### config.mk
export PLATFORM = sky130hd
export DESIGN_NAME = pe_config_sequencer
export DESIGN_NICKNAME = d
export VERILOG_FILES = /design/src/rtl/pe_config_sequencer.sv
export SDC_FILE = /design/constraint.sdc
export NUM_CORES = 1
export LEC_CHECK = 0
export ABC_AREA = 1
export BUFFER_PORTS_ARGS = -buffer_cell sky130_fd_sc_hd__buf_4
export CAP_MARGIN = 15
export CORE_ASPECT_RATIO = 1.25
export CORE_MARGIN = 5
export CORE_UTILIZATION = 40
export DETAILED_ROUTE_END_ITERATION = 8
export GPL_TIMING_DRIVEN = 0
export PLACE_DENSITY = 0.57
export SLEW_MARGIN = 25
export SYNTH_ARGS = -nofsm -noshare
export SYNTH_HDL_FRONTEND = slang
export SYNTH_SLANG_ARGS = --single-unit
export TNS_END_PERCENT = 50
### constraint.sdc
create_clock -name clk -period 7.5 [get_ports clk]
set_input_delay 1.5 -clock clk [delete_from_list [all_inputs] [get_ports clk]]
set_output_delay 1.5 -clock clk [all_outputs]
set_load 0.05 [all_outputs]
### src/rtl/pe_config_sequencer.sv
// Streams (address, data) configuration writes from a valid/ready word stream onto the PE config bus.
// Optional trailer checksum over header/addr/data words: define PE_CONFIG_SEQ_CHECKSUM_EN.
module pe_config_sequencer #(
  parameter int unsigned HOLD_CYCLES = 1,
  parameter int unsigned TIMEOUT     = 1024,
  parameter logic [31:0] IDLE_ADDR   = 32'h0000_0000
) (
  input  logic        clk,
  input  logic        reset,
  input  logic        start,
  input  logic [31:0] in_data,
  input  logic        in_valid,
  output logic        in_ready,
  output logic [31:0] config_addr,
  output logic [31:0] config_data,
  output logic        busy,
  output logic        done,
  output logic        error,
  output logic [15:0] writes_done
);

  typedef enum logic [3:0] {
    StIdle, StHdr, StAddr, StData, StWrite, StGap, StDone, StErr
`ifdef PE_CONFIG_SEQ_CHECKSUM_EN
    , StChk
`endif
  } state_e;

`ifdef PE_CONFIG_SEQ_CHECKSUM_EN
  localparam state_e StEnd = StChk;
`else
  localparam state_e StEnd = StDone;
`endif

  localparam logic [7:0] HoldInit = 8'(HOLD_CYCLES - 1);

  state_e      state_q, state_d;
  logic [15:0] remaining_q;
  logic [31:0] addr_q;
  logic [7:0]  hold_q;
  logic [31:0] wait_q;
  logic        fetch, accept, launch, timeout_hit;
`ifdef PE_CONFIG_SEQ_CHECKSUM_EN
  logic [31:0] acc_q;
`endif

  always_comb begin
    fetch = (state_q == StHdr) || (state_q == StAddr) || (state_q == StData);
`ifdef PE_CONFIG_SEQ_CHECKSUM_EN
    fetch = fetch || (state_q == StChk);
`endif
    accept      = fetch && in_valid;
    launch      = start && ((state_q == StIdle) || (state_q == StErr));
    timeout_hit = (TIMEOUT != 0) && fetch && !in_valid && (wait_q == 32'(TIMEOUT - 1));
  end

  always_ff @(posedge clk or posedge reset) begin
    if (reset) state_q <= StIdle;
    else       state_q <= state_d;
  end

  always_comb begin
    state_d = state_q;
    unique case (state_q)
      StIdle:  if (start) state_d = StHdr;
      StHdr: begin
        if (timeout_hit)   state_d = StErr;
        else if (in_valid) state_d = (in_data[15:0] == 16'd0) ? StEnd : StAddr;
      end
      StAddr: begin
        // Unit select 0 would address no tile unit: treat as a corrupt stream.
        if (timeout_hit)   state_d = StErr;
        else if (in_valid) state_d = (in_data[31:16] == 16'd0) ? StErr : StData;
      end
      StData: begin
        if (timeout_hit)   state_d = StErr;
        else if (in_valid) state_d = StWrite;
      end
      StWrite: if (hold_q == 8'd0) state_d = StGap;
      StGap:   state_d = (remaining_q == 16'd1) ? StEnd : StAddr;
      StDone:  state_d = StIdle;
      StErr:   if (start) state_d = StHdr;
`ifdef PE_CONFIG_SEQ_CHECKSUM_EN
      StChk: begin
        if (timeout_hit)   state_d = StErr;
        else if (in_valid) state_d = (in_data == acc_q) ? StDone : StErr;
      end
`endif
      default: state_d = StIdle;
    endcase
  end

  always_comb begin
    in_ready = fetch;
    busy     = !((state_q == StIdle) || (state_q == StDone) || (state_q == StErr));
    done     = (state_q == StDone);
    error    = (state_q == StErr);
  end

  always_ff @(posedge clk or posedge reset) begin
    if (reset) begin
      remaining_q <= '0;
      addr_q      <= '0;
      hold_q      <= '0;
      wait_q      <= '0;
      writes_done <= '0;
      config_addr <= IDLE_ADDR;
      config_data <= '0;
    end else begin
      wait_q <= (fetch && !in_valid) ? wait_q + 32'd1 : 32'd0;
      if (launch) writes_done <= '0;
      if (accept && (state_q == StHdr))  remaining_q <= in_data[15:0];
      if (accept && (state_q == StAddr)) addr_q <= in_data;
      if (accept && (state_q == StData))                hold_q <= HoldInit;
      else if ((state_q == StWrite) && (hold_q != 8'd0)) hold_q <= hold_q - 8'd1;
      if (state_q == StGap) begin
        remaining_q <= remaining_q - 16'd1;
        if (writes_done != 16'hFFFF) writes_done <= writes_done + 16'd1;
      end
      // Bus is registered: load it on the edge that enters WRITE, drop it on the edge leaving.
      if (state_d == StWrite) begin
        config_addr <= addr_q;
        config_data <= (state_q == StData) ? in_data : config_data;
      end else begin
        config_addr <= IDLE_ADDR;
        config_data <= '0;
      end
    end
  end

`ifdef PE_CONFIG_SEQ_CHECKSUM_EN
  always_ff @(posedge clk or posedge reset) begin
    if (reset)                              acc_q <= '0;
    else if (launch)                        acc_q <= '0;
    else if (accept && (state_q != StChk))  acc_q <= acc_q ^ in_data;
  end
`endif

endmodule

# Yosys cells after proc, flatten, opt, wreduce, memory -nomap -nowiden
# Index checks and enable logic that the tools add are counted.
totals:
  ff_bits: 172
  latchBits: 0
  ramBits: 0
  mem_bits_ro: 0
  output_inout_bits: 84
  wordCells: 70
  mem_count: 0
classes:
  n_addsub: 4
  mul: 0
  n_div: 0
  magnitude_cmp: 0
  eq_ne: 12
  shift: 0
  muxes: 23
  bitwise: 0
  n_reduce_logical: 23
ops:
  columns: ["op", "count"]
  rows:
  - ["$mux 32", 4]
  - ["$mux 16", 5]
  - ["$add 32x1->32 const B", 1]
  - ["$eq 32x10->1 const B", 1]
  - ["$logic_not 16->1", 2]
  - ["$mux 4", 8]
  - ["$pmux 4 s6", 1]
  - ["$eq 4x3->1 const B", 5]
  - ["$add 16x1->16 const B", 1]
  - ["$eq 16x1->1 const B", 1]
  - ["$mux 8", 2]
  - ["$ne 16x16->1 const B", 1]
  - ["$sub 16x1->16 const B", 1]
  - ["$mux 3", 3]
  - ["$eq 4x2->1 const B", 2]
  - ["$logic_and 1x1->1", 8]
  - ["$logic_not 8->1", 1]
  - ["$reduce_bool 8->1", 1]
  - ["$sub 8x1->8 const B", 1]
  - ["$logic_or 1x1->1", 5]
  - ["$eq 4x1->1 const B", 1]
  - ["$logic_not 4->1", 1]
  - ["$reduce_bool 2->1", 2]
  - ["$logic_not 1->1", 2]
  - ["other kinds (2)", 2]

# Depth between registers and ports, before layout
depth:
  depth_word: 9
  mapped_depth: 13
  mapped_depth_nobuf: 12

# Worst setup path before layout
# No wires, ideal clock.
synth_timing:
  kind: "flip-flop to output port"
  from: "register state_q[0]"
  to: "output port busy"
  t_arrival_ns: 2.230
  setup_slack_ns: 3.770
  stages_incl_launch_ff: 5
  cell_sequence: "dfrtp_1 inv_2 nand2_1 nor3_1 nor2_1"
synth_between:
  elab_chain_len: 4
  word_cells_on_any_way: 6
synth_lines:
  columns: ["element", "line_no", "text"]
  rows:
  - ["from (decl)", "37", "state_e state_q, state_d;"]
  - ["from (signal assigned)", "58", "if (reset) state_q <= StIdle;"]
  - ["from (signal assigned)", "59", "else state_q <= state_d;"]
  - ["$eq 4x3->1", null, null]
  - ["via done", "17", "output logic done,"]
  - ["$logic_or 1x1->1 (2 in a row)", "95", "busy = !((state_q == StIdle) || (state_q == StDone) || (state_q == StErr));"]
  - ["$logic_not 1->1", "95", null]
  - ["to (decl)", "16", "output logic busy,"]
# The timed path passes the listed nets, and every way through them passes these cells.

# Worst setup path after layout
layout_timing:
  from: "register state_q[0]"
  to: "output port busy"
layout_between:
  elab_chain_len: 4
  word_cells_on_any_way: 6
layout_lines:
  columns: ["element", "line_no"]
  rows:
  - ["$eq 4x3->1 or $logic_not 4->1 (tied branches)", "95"]
  - ["$logic_or 1x1->1", "95"]
  - ["$logic_or 1x1->1 *", "95"]
  - ["$logic_not 1->1 *", "95"]
# Mark *: on every way between the ends. The rest lies on a longest branch, timed or not.

==> out/qor.yml <==
status: "completed"
routedWlPerCell_microns: 14.5
track_usage_pct: 18.0
fin_crit_sh_pct: 43.3
maxSlewViolCount: 0
ys.flop_type: "dfrtp_1"
cts_tree: "yes"
dr.pass1.iters: 4
endpoint_kind: "output port"
grt_max_degree: 90
dr_total_vias: 6990
clkLatencyLatePin_ns: 0.43
post-cts-setup-buffers: 0
critical_path_class: "reg2out"
cp.buffers_inverters: 2
worst_ir_drop_vdd_mv: 0.148
totalWireLength_microns: 21100
fin_worst_skew_ns: 0.0143
drive_gt1_share_pct: 16.7
synth_edf_count: 0
rsz0062_at_grt: "false"
clk_pin_slew_ns: 0.07
synthesis.nets: 1071
fin_util_pct: 49.3
slew_headroom_pct: 60.5
postRouteAntennaNets: 0
fillers: 2017
ys_seq_area_share_pct: 51.8
die_y_microns: 171
placedInstanceArea_sq_um: 9570
synthDistinctLibCells: 42
via_per_inst: 4.80
dp_hpwl_microns: 15900
grt_pass1_vias: 6805
synthCells: 1030
power_leakage_nw: 4.96
cp_top_family: "simple AND/OR/NAND/NOR gates"
post-place-cells: 1424
synth_largest_area_cell: "dfrtp_1"
cts_num_sinks: 172
start_util_pct: 40.3
drt_first_iter_violations: 389
cts_buffers: 17
crit_fanout: 6
ys_ff_latch: 172
timing.fmax_mhz: 308
worst_pin_slew_ns: 0.593
cts_resized: 0
root_buffer: "clkbuf_16"
arrival_ns: 1.74
synth_top_area_share_pct: 51.8
final-setup-viol-count: 0
grt_pass1_wl_microns: 34900
syn2layout_area_growth_pct: 22.2
rows: 59
route.detailed.drc: 0
hold_buffers: 0
die_w_microns: 139
crit_chain: "inv_2 > nand2_1 > nor3_1 > nor2_1 > buf_4"
cts.htree.levels: 4
worstPathRequired_ns: 6.00
core_region_area_sq_um: 20600
mappedNetlistArea_sq_um: 8300
synthArstFlopShare_pct: 100
synth_warnings: 0
cp-start-kind: "register"
io-pin-count: 120
diodes: 0
grt_antenna_before_repair: 0
finalNetCount: 1210
instances_no_fill: 1455
portBuffers: 119
avgSynthCellArea_sq_um: 8.06
synth.area.top_cells: "dfrtp_1 52%, nand2_1 9.1%, nor2_1 8.1%, inv_1 6.5%, o21ai_0 4.7%"
min_period_ns: 3.24
finalHoldViolCount: 0
p_per_area_nw_per_um2: 243
drv_cap: 0
design_area_sq_um: 10100
slowest_delay_ns: 0.46
grt-ovfl-total: 0
cp_slowest_cell: "dfrtp_1"
gp_congestion: 0.860
r2r_slack_ns: 5.35
die-area_sq_um: 23800
total_power_w: 0.00247
clock_path_buffers: 2
min_path_type: "reg2reg"
-- registers in the layout, indices dropped and copies added (netlist names) --
register / cells
addr_q: 32
config_addr: 32
config_data: 32
hold_q: 8
remaining_q: 16
state_q: 4
wait_q: 32
writes_done: 16
-- worst reg2reg max path: stages (launching register included) --
cell and delay, ns:
dfrtp_1 0.42, ha_1 0.19, nand2_1 0.08, nor2_2 0.19, nand2_2 0.10, nor3_1 0.43
inv_1 0.08, nor2_1 0.14, nand2_1 0.10, nor2_2 0.14, nand2_1 0.07, nand2_1 0.06
nor2_1 0.05
-- placed cells by master, fill, tap and decap left out, drive strengths merged --
master,Yosys,final
conb,1,1
o311ai,1,1
nand2,207,207
a21oi,36,36
clkinv,2,8
o21ai,80,80
ha,5,5
o211ai,5,5
nand3,52,52
a211oi,2,2
nor3b,2,2
buf,12,132
inv,146,154
o21a,1,1
clkbuf,14,31
o22ai,5,5
a22o,1,1
nor3,26,26
nor4,8,8
a31oi,1,1
dfrtp,172,172
a2bb2oi,1,1
a22oi,2,2
a221oi,1,1
nand4,13,13
mux2i,12,12
nor2,199,199
or2,3,3
o21bai,1,1
xor2,19,19
-- stage by stage --
step           worst slack [ns]  TNS, ns  hold WS [ns]
5_1_grt                    4.11        0         0.509
4_1_cts                    4.27        0         0.490
3_5_place_dp               4.46        0         0.463
3_3_place_gp             -0.880  -147.89         0.454
2_1_floorplan              1.34        0         0.442
6_report                   4.26        0         0.483
-- logic make-up (layout without fill, tap and decap cells) --
family	Yosys count	after routing	share of synthesized area [%]
simple gates	510	510	26.4
buf+inv	174	325	8.56
flops	172	172	51.8
compound gates	137	137	8.91
mux	12	12	1.45
xor+xnor	19	19	2.00
fa+ha+maj	5	5	0.754
other cells	1	1	0.0452
-- per-layer routing --
layer,vias to the layer above,routed length (microns),global-route usage (%)
li1,3550,-,-
met1,3263,9630,23.7
met2,158,10200,30.7
met3,19,1000,3.52
met4,0,318,4.94
met5,-,0,0
-- layout make-up --
| cell class | instances | area [sq um] | share of cell area, % |
|---|---|---|---|
| sequential | 172 | 4300 | 42.4 |
| multi-input combinational | 684 | 3290 | 32.4 |
| timing repair buffer | 120 | 921 | 9.07 |
| inverter | 148 | 563 | 5.55 |
| clock buffer | 17 | 425 | 4.19 |
| tap | 274 | 343 | 3.38 |
| buffer | 26 | 155 | 1.53 |
| clock inverter | 14 | 150 | 1.48 |
-- worst paths after layout --
| check | from | to | cells past startpoint |
|---|---|---|---|
| worst max-delay path | state_q[0] | busy | 5 |
| min in group asynchronous | reset | config_data[27] | 2 |
| worst max register to register | wait_q[0] | wait_q[20] | 12 |
| worst min register to register | addr_q[12] | addr_q[12] | 2 |
| max in group asynchronous | reset | remaining_q[8] | 3 |
| worst min-delay path | addr_q[12] | addr_q[12] | 2 |
-- cells in the mapped netlist (2+ instances only) --
| library cell | instances |
|---|---|
| a211oi_1 | 2 |
| nor2_2 | 17 |
| buf_6 | 7 |
| inv_2 | 3 |
| inv_1 | 143 |
| o22ai_1 | 5 |
| buf_2 | 4 |
| nand3_4 | 2 |
| nand2_2 | 4 |
| nand4_1 | 13 |
| clkinv_1 | 2 |
| a22oi_1 | 2 |
| mux2i_1 | 12 |
| clkbuf_1 | 14 |
| ha_1 | 5 |
| o21ai_0 | 78 |
| nor3b_1 | 2 |
| dfrtp_1 | 172 |
| o211ai_1 | 5 |
| nand3_1 | 50 |
| nor4_1 | 7 |
| xor2_1 | 19 |
| nor3_1 | 26 |
| nand2_1 | 202 |
| nor2_1 | 180 |
| a21oi_1 | 36 |
| or2_2 | 3 |
-- report_power, final --
| part | internal [W] | switching, W |
|---|---|---|
| Clock | 0.000444 | 0.000415 |
| Combinational | 0.000159 | 0.000286 |
| Sequential | 0.00107 | 0.0000926 |
Power figures use the tool's default switching activity.
